===== config.mk =====
export PLATFORM = sky130hd
export DESIGN_NAME = cache_bank_rr_arbiter_flat
export DESIGN_NICKNAME = d
export VERILOG_FILES = /design/src/rtl/cache_bank_rr_arbiter_if.sv /design/src/rtl/cache_bank_rr_arbiter.sv /design/src/flat_wrapper.sv
export SDC_FILE = /design/constraint.sdc
export NUM_CORES = 1
export LEC_CHECK = 0
export CAP_MARGIN = 20
export CORE_ASPECT_RATIO = 1.4
export CORE_MARGIN = 1.5
export CORE_UTILIZATION = 39
export DETAILED_ROUTE_END_ITERATION = 12
export GPL_TIMING_DRIVEN = 0
export PLACE_DENSITY = 0.78
export SETUP_SLACK_MARGIN = 0.2
export SLEW_MARGIN = 10
export SYNTH_ARGS = -nofsm -noshare
export SYNTH_HDL_FRONTEND = slang
export SYNTH_SLANG_ARGS = --single-unit

===== constraint.sdc =====
create_clock -name CLK -period 2.7 [get_ports CLK]
set_input_delay 0.27 -clock CLK [delete_from_list [all_inputs] [get_ports CLK]]
set_output_delay 0.27 -clock CLK [all_outputs]
set_load 0.01 [all_outputs]

===== src/rtl/cache_bank_rr_arbiter_if.sv =====
// ---------------------------------------------------------------------------
// cache_bank_rr_arbiter_if
// Bundles the requester side and the bank side of one cache-bank arbiter.
//   Req / Req_Addr            requester levels and packed addresses
//   Rsp_Ack / Rsp_Err / Rsp_Data   one-hot completion pulse, error flag, data
//   Bank_Req / Bank_Addr      single-cycle request and address to the bank
//   Bank_Ack / Bank_Data      bank completion pulse and read data
//   Busy / Gnt_Idx            status: transaction in flight, current/last grant
// Modports:
//   slave  - the arbiter itself (serves requesters, drives the bank)
//   master - the surrounding environment (requesters plus bank)
// ---------------------------------------------------------------------------
interface cache_bank_rr_arbiter_if #(
   parameter int N_REQ  = 4,
   parameter int ADDR_W = 32,
   parameter int DATA_W = 32
);
   localparam int GNT_W = (N_REQ > 1) ? $clog2(N_REQ) : 1;

   logic [N_REQ-1:0]        Req;
   logic [N_REQ*ADDR_W-1:0] Req_Addr;
   logic [N_REQ-1:0]        Rsp_Ack;
   logic                    Rsp_Err;
   logic [DATA_W-1:0]       Rsp_Data;
   logic                    Bank_Req;
   logic [ADDR_W-1:0]       Bank_Addr;
   logic                    Bank_Ack;
   logic [DATA_W-1:0]       Bank_Data;
   logic                    Busy;
   logic [GNT_W-1:0]        Gnt_Idx;

   modport slave (
      input  Req, Req_Addr, Bank_Ack, Bank_Data,
      output Rsp_Ack, Rsp_Err, Rsp_Data, Bank_Req, Bank_Addr, Busy, Gnt_Idx
   );

   modport master (
      output Req, Req_Addr, Bank_Ack, Bank_Data,
      input  Rsp_Ack, Rsp_Err, Rsp_Data, Bank_Req, Bank_Addr, Busy, Gnt_Idx
   );
endinterface


===== src/rtl/cache_bank_rr_arbiter.sv =====
// ---------------------------------------------------------------------------
// cache_bank_rr_arbiter
// Shares one cache bank port among N_REQ requesters with round-robin
// arbitration and a single outstanding transaction. A granted request is
// issued to the bank as a one-cycle pulse; the bank's Ack (or a timeout after
// TIMEOUT wait cycles) is turned into a one-cycle response to the requester.
// Ports:
//   CLK   - clock, all state on the rising edge
//   RSTn  - asynchronous active-low reset
//   bus   - cache_bank_rr_arbiter_if.slave (requester and bank signals)
// All outputs are driven straight from registers.
// ---------------------------------------------------------------------------
module cache_bank_rr_arbiter #(
   parameter int N_REQ   = 4,
   parameter int ADDR_W  = 32,
   parameter int DATA_W  = 32,
   parameter int TIMEOUT = 8
) (
   input  logic                     CLK,
   input  logic                     RSTn,
   cache_bank_rr_arbiter_if.slave   bus
);

   localparam int GNT_W = (N_REQ > 1) ? $clog2(N_REQ) : 1;
   localparam int CNT_W = $clog2(TIMEOUT + 1);

   localparam logic [GNT_W-1:0] RR_RESET = GNT_W'(N_REQ - 1);
   localparam logic [CNT_W-1:0] CNT_LAST = CNT_W'(TIMEOUT - 1);

   typedef enum logic [1:0] {
      ST_IDLE = 2'd0,
      ST_WAIT = 2'd1,
      ST_DONE = 2'd2
   } state_t;

   state_t              state_r,     state_nxt_s;
   logic [CNT_W-1:0]    cnt_r,       cnt_nxt_s;
   logic [GNT_W-1:0]    rr_last_r,   rr_last_nxt_s;
   logic [GNT_W-1:0]    gnt_idx_r,   gnt_idx_nxt_s;
   logic                bank_req_r,  bank_req_nxt_s;
   logic [ADDR_W-1:0]   bank_addr_r, bank_addr_nxt_s;
   logic [N_REQ-1:0]    rsp_ack_r,   rsp_ack_nxt_s;
   logic                rsp_err_r,   rsp_err_nxt_s;
   logic [DATA_W-1:0]   rsp_data_r,  rsp_data_nxt_s;
   logic                busy_r,      busy_nxt_s;

   logic                pick_found_s;
   logic [GNT_W-1:0]    pick_idx_s;

   // Round-robin search: first set request starting just after the last
   // winner and wrapping. Returns {found, index}.
   function automatic logic [GNT_W:0] rr_pick(
      input logic [N_REQ-1:0] req,
      input logic [GNT_W-1:0] last
   );
      logic             found;
      logic [GNT_W-1:0] idx;
      logic [GNT_W-1:0] pos;
      found = 1'b0;
      idx   = {GNT_W{1'b0}};
      for (int k = 1; k <= N_REQ; k++) begin
         pos = GNT_W'((int'(last) + k) % N_REQ);
         if (!found && req[pos]) begin
            found = 1'b1;
            idx   = pos;
         end else begin
            idx   = idx;
         end
      end
      return {found, idx};
   endfunction

   // Arbitration candidate for the next IDLE edge.
   always_comb begin
      {pick_found_s, pick_idx_s} = rr_pick(bus.Req, rr_last_r);
   end

   // Next-state and next-output logic of the IDLE -> WAIT -> DONE sequencer.
   always_comb begin
      state_nxt_s     = state_r;
      cnt_nxt_s       = cnt_r;
      rr_last_nxt_s   = rr_last_r;
      gnt_idx_nxt_s   = gnt_idx_r;
      bank_req_nxt_s  = 1'b0;
      bank_addr_nxt_s = bank_addr_r;
      rsp_ack_nxt_s   = {N_REQ{1'b0}};
      rsp_err_nxt_s   = 1'b0;
      rsp_data_nxt_s  = rsp_data_r;

      case (state_r)
         ST_IDLE: begin
            if (pick_found_s) begin
               gnt_idx_nxt_s   = pick_idx_s;
               rr_last_nxt_s   = pick_idx_s;
               bank_addr_nxt_s = bus.Req_Addr[int'(pick_idx_s)*ADDR_W +: ADDR_W];
               bank_req_nxt_s  = 1'b1;
               cnt_nxt_s       = {CNT_W{1'b0}};
               state_nxt_s     = ST_WAIT;
            end else begin
               state_nxt_s     = ST_IDLE;
            end
         end
         ST_WAIT: begin
            // Ack takes precedence over a coinciding timeout.
            if (bus.Bank_Ack) begin
               rsp_ack_nxt_s[gnt_idx_r] = 1'b1;
               rsp_data_nxt_s           = bus.Bank_Data;
               rsp_err_nxt_s            = 1'b0;
               state_nxt_s              = ST_DONE;
            end else if (cnt_r == CNT_LAST) begin
               rsp_ack_nxt_s[gnt_idx_r] = 1'b1;
               rsp_data_nxt_s           = {DATA_W{1'b0}};
               rsp_err_nxt_s            = 1'b1;
               state_nxt_s              = ST_DONE;
            end else begin
               cnt_nxt_s                = cnt_r + CNT_W'(1);
            end
         end
         ST_DONE: begin
            // Turnaround cycle: no arbitration so the served requester can drop Req.
            state_nxt_s = ST_IDLE;
         end
         default: begin
            state_nxt_s = ST_IDLE;
         end
      endcase

      busy_nxt_s = (state_nxt_s != ST_IDLE);
   end

   // State and output registers.
   always_ff @(posedge CLK or negedge RSTn) begin
      if (!RSTn) begin
         state_r     <= ST_IDLE;
         cnt_r       <= {CNT_W{1'b0}};
         rr_last_r   <= RR_RESET;
         gnt_idx_r   <= {GNT_W{1'b0}};
         bank_req_r  <= 1'b0;
         bank_addr_r <= {ADDR_W{1'b0}};
         rsp_ack_r   <= {N_REQ{1'b0}};
         rsp_err_r   <= 1'b0;
         rsp_data_r  <= {DATA_W{1'b0}};
         busy_r      <= 1'b0;
      end else begin
         state_r     <= state_nxt_s;
         cnt_r       <= cnt_nxt_s;
         rr_last_r   <= rr_last_nxt_s;
         gnt_idx_r   <= gnt_idx_nxt_s;
         bank_req_r  <= bank_req_nxt_s;
         bank_addr_r <= bank_addr_nxt_s;
         rsp_ack_r   <= rsp_ack_nxt_s;
         rsp_err_r   <= rsp_err_nxt_s;
         rsp_data_r  <= rsp_data_nxt_s;
         busy_r      <= busy_nxt_s;
      end
   end

   assign bus.Rsp_Ack   = rsp_ack_r;
   assign bus.Rsp_Err   = rsp_err_r;
   assign bus.Rsp_Data  = rsp_data_r;
   assign bus.Bank_Req  = bank_req_r;
   assign bus.Bank_Addr = bank_addr_r;
   assign bus.Busy      = busy_r;
   assign bus.Gnt_Idx   = gnt_idx_r;

endmodule


===== src/flat_wrapper.sv =====
// flat-port wrapper written by rule: the top's interface ports become plain ports
module cache_bank_rr_arbiter_flat 
#(
   parameter int N_REQ   = 4,
   parameter int ADDR_W  = 32,
   parameter int DATA_W  = 32,
   parameter int TIMEOUT = 8
)
  (CLK, RSTn, bus_Req, bus_Req_Addr, bus_Bank_Ack, bus_Bank_Data, bus_Rsp_Ack, bus_Rsp_Err, bus_Rsp_Data, bus_Bank_Req, bus_Bank_Addr, bus_Busy, bus_Gnt_Idx);
  cache_bank_rr_arbiter_if #(.N_REQ(N_REQ), .ADDR_W(ADDR_W), .DATA_W(DATA_W)) bus_i ();
  input  logic CLK;
  input  logic RSTn;
  input wire logic [$bits(bus_i.Req)-1:0] bus_Req;
  input wire logic [$bits(bus_i.Req_Addr)-1:0] bus_Req_Addr;
  input wire logic [$bits(bus_i.Bank_Ack)-1:0] bus_Bank_Ack;
  input wire logic [$bits(bus_i.Bank_Data)-1:0] bus_Bank_Data;
  output wire logic [$bits(bus_i.Rsp_Ack)-1:0] bus_Rsp_Ack;
  output wire logic [$bits(bus_i.Rsp_Err)-1:0] bus_Rsp_Err;
  output wire logic [$bits(bus_i.Rsp_Data)-1:0] bus_Rsp_Data;
  output wire logic [$bits(bus_i.Bank_Req)-1:0] bus_Bank_Req;
  output wire logic [$bits(bus_i.Bank_Addr)-1:0] bus_Bank_Addr;
  output wire logic [$bits(bus_i.Busy)-1:0] bus_Busy;
  output wire logic [$bits(bus_i.Gnt_Idx)-1:0] bus_Gnt_Idx;
  assign bus_i.Req = bus_Req;
  assign bus_i.Req_Addr = bus_Req_Addr;
  assign bus_i.Bank_Ack = bus_Bank_Ack;
  assign bus_i.Bank_Data = bus_Bank_Data;
  assign bus_Rsp_Ack = bus_i.Rsp_Ack;
  assign bus_Rsp_Err = bus_i.Rsp_Err;
  assign bus_Rsp_Data = bus_i.Rsp_Data;
  assign bus_Bank_Req = bus_i.Bank_Req;
  assign bus_Bank_Addr = bus_i.Bank_Addr;
  assign bus_Busy = bus_i.Busy;
  assign bus_Gnt_Idx = bus_i.Gnt_Idx;
  cache_bank_rr_arbiter #(.N_REQ(N_REQ), .ADDR_W(ADDR_W), .DATA_W(DATA_W), .TIMEOUT(TIMEOUT)) u_core (.CLK(CLK), .RSTn(RSTn), .bus(bus_i));
endmodule

==> results.rst <==
.. list-table::
   :header-rows: 1

   * - Metric
     - Value
   * - Number of unique standard cell types used by synthesis
     - 45
   * - Largest net degree at the start of global routing
     - 59
   * - GRT overflow
     - 0
   * - Final WS setup
     - 0.3754 ns
   * - Final routed wirelength across all metal layers
     - 13.80 mm
   * - Critical path startpoint category
     - flip-flop
   * - Resize count post-CTS
     - 0
   * - CP arrival
     - 2.53 ns
   * - Detailed router's first-iteration violation count
     - 73
   * - Remaining routing DRC violations
     - 0
   * - Net count after synthesis
     - 541
   * - Worst hold path type
     - input port to async pin
   * - Vertical extent of the die
     - 125.6 µm
   * - Area delta synth->final
     - 69.55%
   * - Kind of end point of the critical path
     - flip-flop
   * - Number of levels the H-tree was split into
     - 3
   * - Core area
     - 0.01041 mm²
   * - Floorplan row count
     - 44
   * - Ant. Diodes
     - 0
   * - Actual transition at the worst max-transition pin
     - 0.7027 ns
   * - Clock latency on the worst-skew pair
     - 0.34 ns
   * - Initial core utilization
     - 40.25%
   * - PD cells
     - 1016 mW/mm²
   * - Clk_skew
     - 0.01055 ns
   * - Most numerous cell in the Yosys netlist
     - dfrtp_1
   * - Area share of the leading cell type in the synthesized netlist
     - 47.21%
   * - Via count of the first global-routing pass
     - 4335
   * - Mean area per synthesized cell
     - 11.23 µm²
   * - Data required, critical path
     - 2.91 ns
   * - Setup repair after global routing missed its margin
     - no
   * - Number of filler cells placed in the layout
     - 796
   * - Share of post-route cells with drive strength above 1
     - 11.27%
   * - Clock slew at the register clock pins of the worst setup and hold paths
     - 0.07 ns
   * - Flip-flop and latch count after synthesis
     - 81
   * - Synth top area cells
     - dfrtp_1 (47%), a211oi_1 (8.1%), mux2i_1 (7.9%)
   * - Type of the worst setup path
     - flip-flop to flip-flop
   * - Number of buffers added by the clock tree synthesis step
     - 9
   * - Synth warn
     - 0
   * - Cell type with the largest total area after synthesis
     - dfrtp_1
   * - Number of buffers on the longest clock path
     - 2
   * - Highest clock frequency the design can meet
     - 430.2 MHz
   * - Combined area of the multi-input logic cells
     - 0.001966 mm²
   * - Slew Limit Fails
     - 0
   * - Synthesized netlist cell count
     - 373
   * - Post-DR wirelength/cell
     - 17.97 µm
   * - Leading register cell type out of synthesis
     - dfrtp_1
   * - Sum of negative setup slack
     - 0 ns
   * - Area occupied by registers
     - 0.002029 mm²
   * - Hold Worst Slack
     - 0.3861 ns
   * - Pre-CTS WS
     - 0.1160 ns
   * - Total Die Area
     - 0.01138 mm²
   * - Number of synthesized flops with an enable pin
     - 0
   * - Number of top-level pins
     - 240
   * - GPL Wtd Cong
     - 0.8353
   * - Async SR Flop Fraction
     - 100.0%
   * - Max Fanout on Critical Path
     - 10
   * - Number of detailed-route iterations in the first pass
     - 4
   * - CTS sink cnt
     - 81
   * - Number of max-cap violations
     - 0
   * - Number of nets in the layout
     - 793
   * - Shortest clock period the worst path allows after layout
     - 2.325 ns
   * - Root Buffer Master
     - clkbuf_16
   * - IR drop worst, VDD
     - 0.4201 mV
   * - Half-perimeter wire length after detailed placement
     - 10.82 mm
   * - Die width
     - 90.58 µm
   * - Post-synthesis instance area
     - 0.004188 mm²
   * - Post-route clock period utilization
     - 86.10%
   * - Portion of the post-synthesis area used by sequential elements
     - 48.46%
   * - Final-report setup violation count
     - 0
   * - Hold violation count in the final report
     - 0
   * - CTS tree
     - built
   * - Number of antenna-violating nets in the routed design
     - 0
   * - Setup Buffers After CTS
     - 0
   * - Share of the core filled with cells in the final layout
     - 68.24%
   * - Vias per Instance
     - 5.284
   * - Leakage
     - 0.002899 µW
   * - Antenna violations before repair
     - 0
   * - First-pass GRT wire length
     - 21.94 mm
   * - Via count of the routed design
     - 4058
   * - Port Buffers
     - 239
   * - Synth top cells by count
     - dfrtp_1 (79), a211oi_1 (45), nor2_1 (40)
   * - CTS Hold Buffers Added
     - 1
   * - GRT Overall Usage
     - 24.69%
   * - Max-slew headroom at the worst pin
     - 52.84%
   * - Run status
     - finished, final reports clean
[cells by family (layout without fill, tap and decap cells)]
family                     after synthesis  in the layout  synth area share, %
AOI/OAI and AO/OA                      108            108                23.36
xor gates and xnor gates                 2              2               0.4184
adders and majority gates                1              1               0.2987
buffers and inverters                   34            291                4.601
DFF                                     81             81                48.46
muxes                                   34             34                8.157
and+or+nand+nor                        113            113                14.70
[final timing paths]
check | slack [ns] | cells past startpoint | startpoint | end
min reg2reg | 0.50 | 1 | u_core.bus.Rsp_Data[25] | u_core.bus.Rsp_Data[25]
min | 0.39 | 2 | RSTn | u_core.bus.Bank_Addr[26]
max reg2reg | 0.38 | 7 | u_core.rr_last_r[1] | u_core.bus.Bank_Addr[9]
max in group asynchronous | 1.68 | 3 | RSTn | u_core.rr_last_r[1]
max | 0.38 | 7 | u_core.rr_last_r[1] | u_core.bus.Bank_Addr[9]
min in group CLK | 0.50 | 1 | u_core.bus.Rsp_Data[25] | u_core.bus.Rsp_Data[25]
[power by group]
part / switching [µW] / internal, µW
combinational: 1830 / 2000
sequential: 333 / 1790
clock: 517 / 753
[sequential cells by signal, indices dropped and copies added, names as in the netlist]
name,flops
u_core.bus.Bank_Addr,32
u_core.bus.Bank_Req,1
u_core.bus.Busy,1
u_core.bus.Gnt_Idx,2
u_core.bus.Rsp_Ack,4
u_core.bus.Rsp_Data,32
u_core.bus.Rsp_Err,1
u_core.cnt_r,4
u_core.rr_last_r,2
u_core.state_r,2
[area by class of cell]
class	instances	share of cell area [%]
Timing Repair Buffer	241	34.19
Sequential cell	81	28.58
Multi-Input combinational cell	258	27.68
Clock buffer	10	3.366
Buffer	30	2.467
Tap cell	138	2.432
Clock inverter	6	1.040
Inverter	4	0.2467
[routing by layer]
layer,track usage [%],vias up,routed length (µm),share of wire [%]
met5,0,-,0,0
met4,10.27,0,443,3.2
met3,7.850,30,1093,7.9
met2,45.51,184,7225,52
met1,25.42,1937,5037,37
li1,-,1907,-,-
[per-stage QoR]
step                cells  power, µW  instance area [µm²]
floorplan             373       4150                 4188
global placement      750       5867                 6753
detailed placement    751       5977                 6778
CTS                   768       7283                 7101
global route          768       7658                 7101
finish                768       7214                 7101
[worst max-delay path, stage by stage (launching register included)]
cell      delay [ns]
dfstp_2         0.60
mux2i_1         0.20
o22ai_1         0.10
or2_1           0.21
buf_2           0.19
nor2_2          0.37
buf_2           0.40
a211oi_2        0.12
[cells in the final DEF (no fill, tap or decap), types with 2 or more instances in the layout]
| cell | instances |
|---|---|
| a21oi_4 | 2 |
| a211oi_1 | 45 |
| xor2_1 | 2 |
| a21o_1 | 2 |
| o21ai_2 | 2 |
| a22o_1 | 32 |
| buf_2 | 8 |
| buf_6 | 2 |
| nand2_1 | 18 |
| buf_4 | 8 |
| clkbuf_1 | 11 |
| nand2b_1 | 3 |
| dfstp_2 | 2 |
| nor3_1 | 17 |
| clkinvlp_4 | 2 |
| clkdlybuf4s50_1 | 238 |
| clkbuf_16 | 9 |
| inv_1 | 3 |
| nor2_1 | 40 |
| dfrtp_1 | 79 |
| mux2i_1 | 33 |
| nor3b_1 | 19 |
| a211oi_2 | 19 |
| nor2_8 | 2 |
| or3_1 | 2 |
Power figures use the tool's default switching activity.
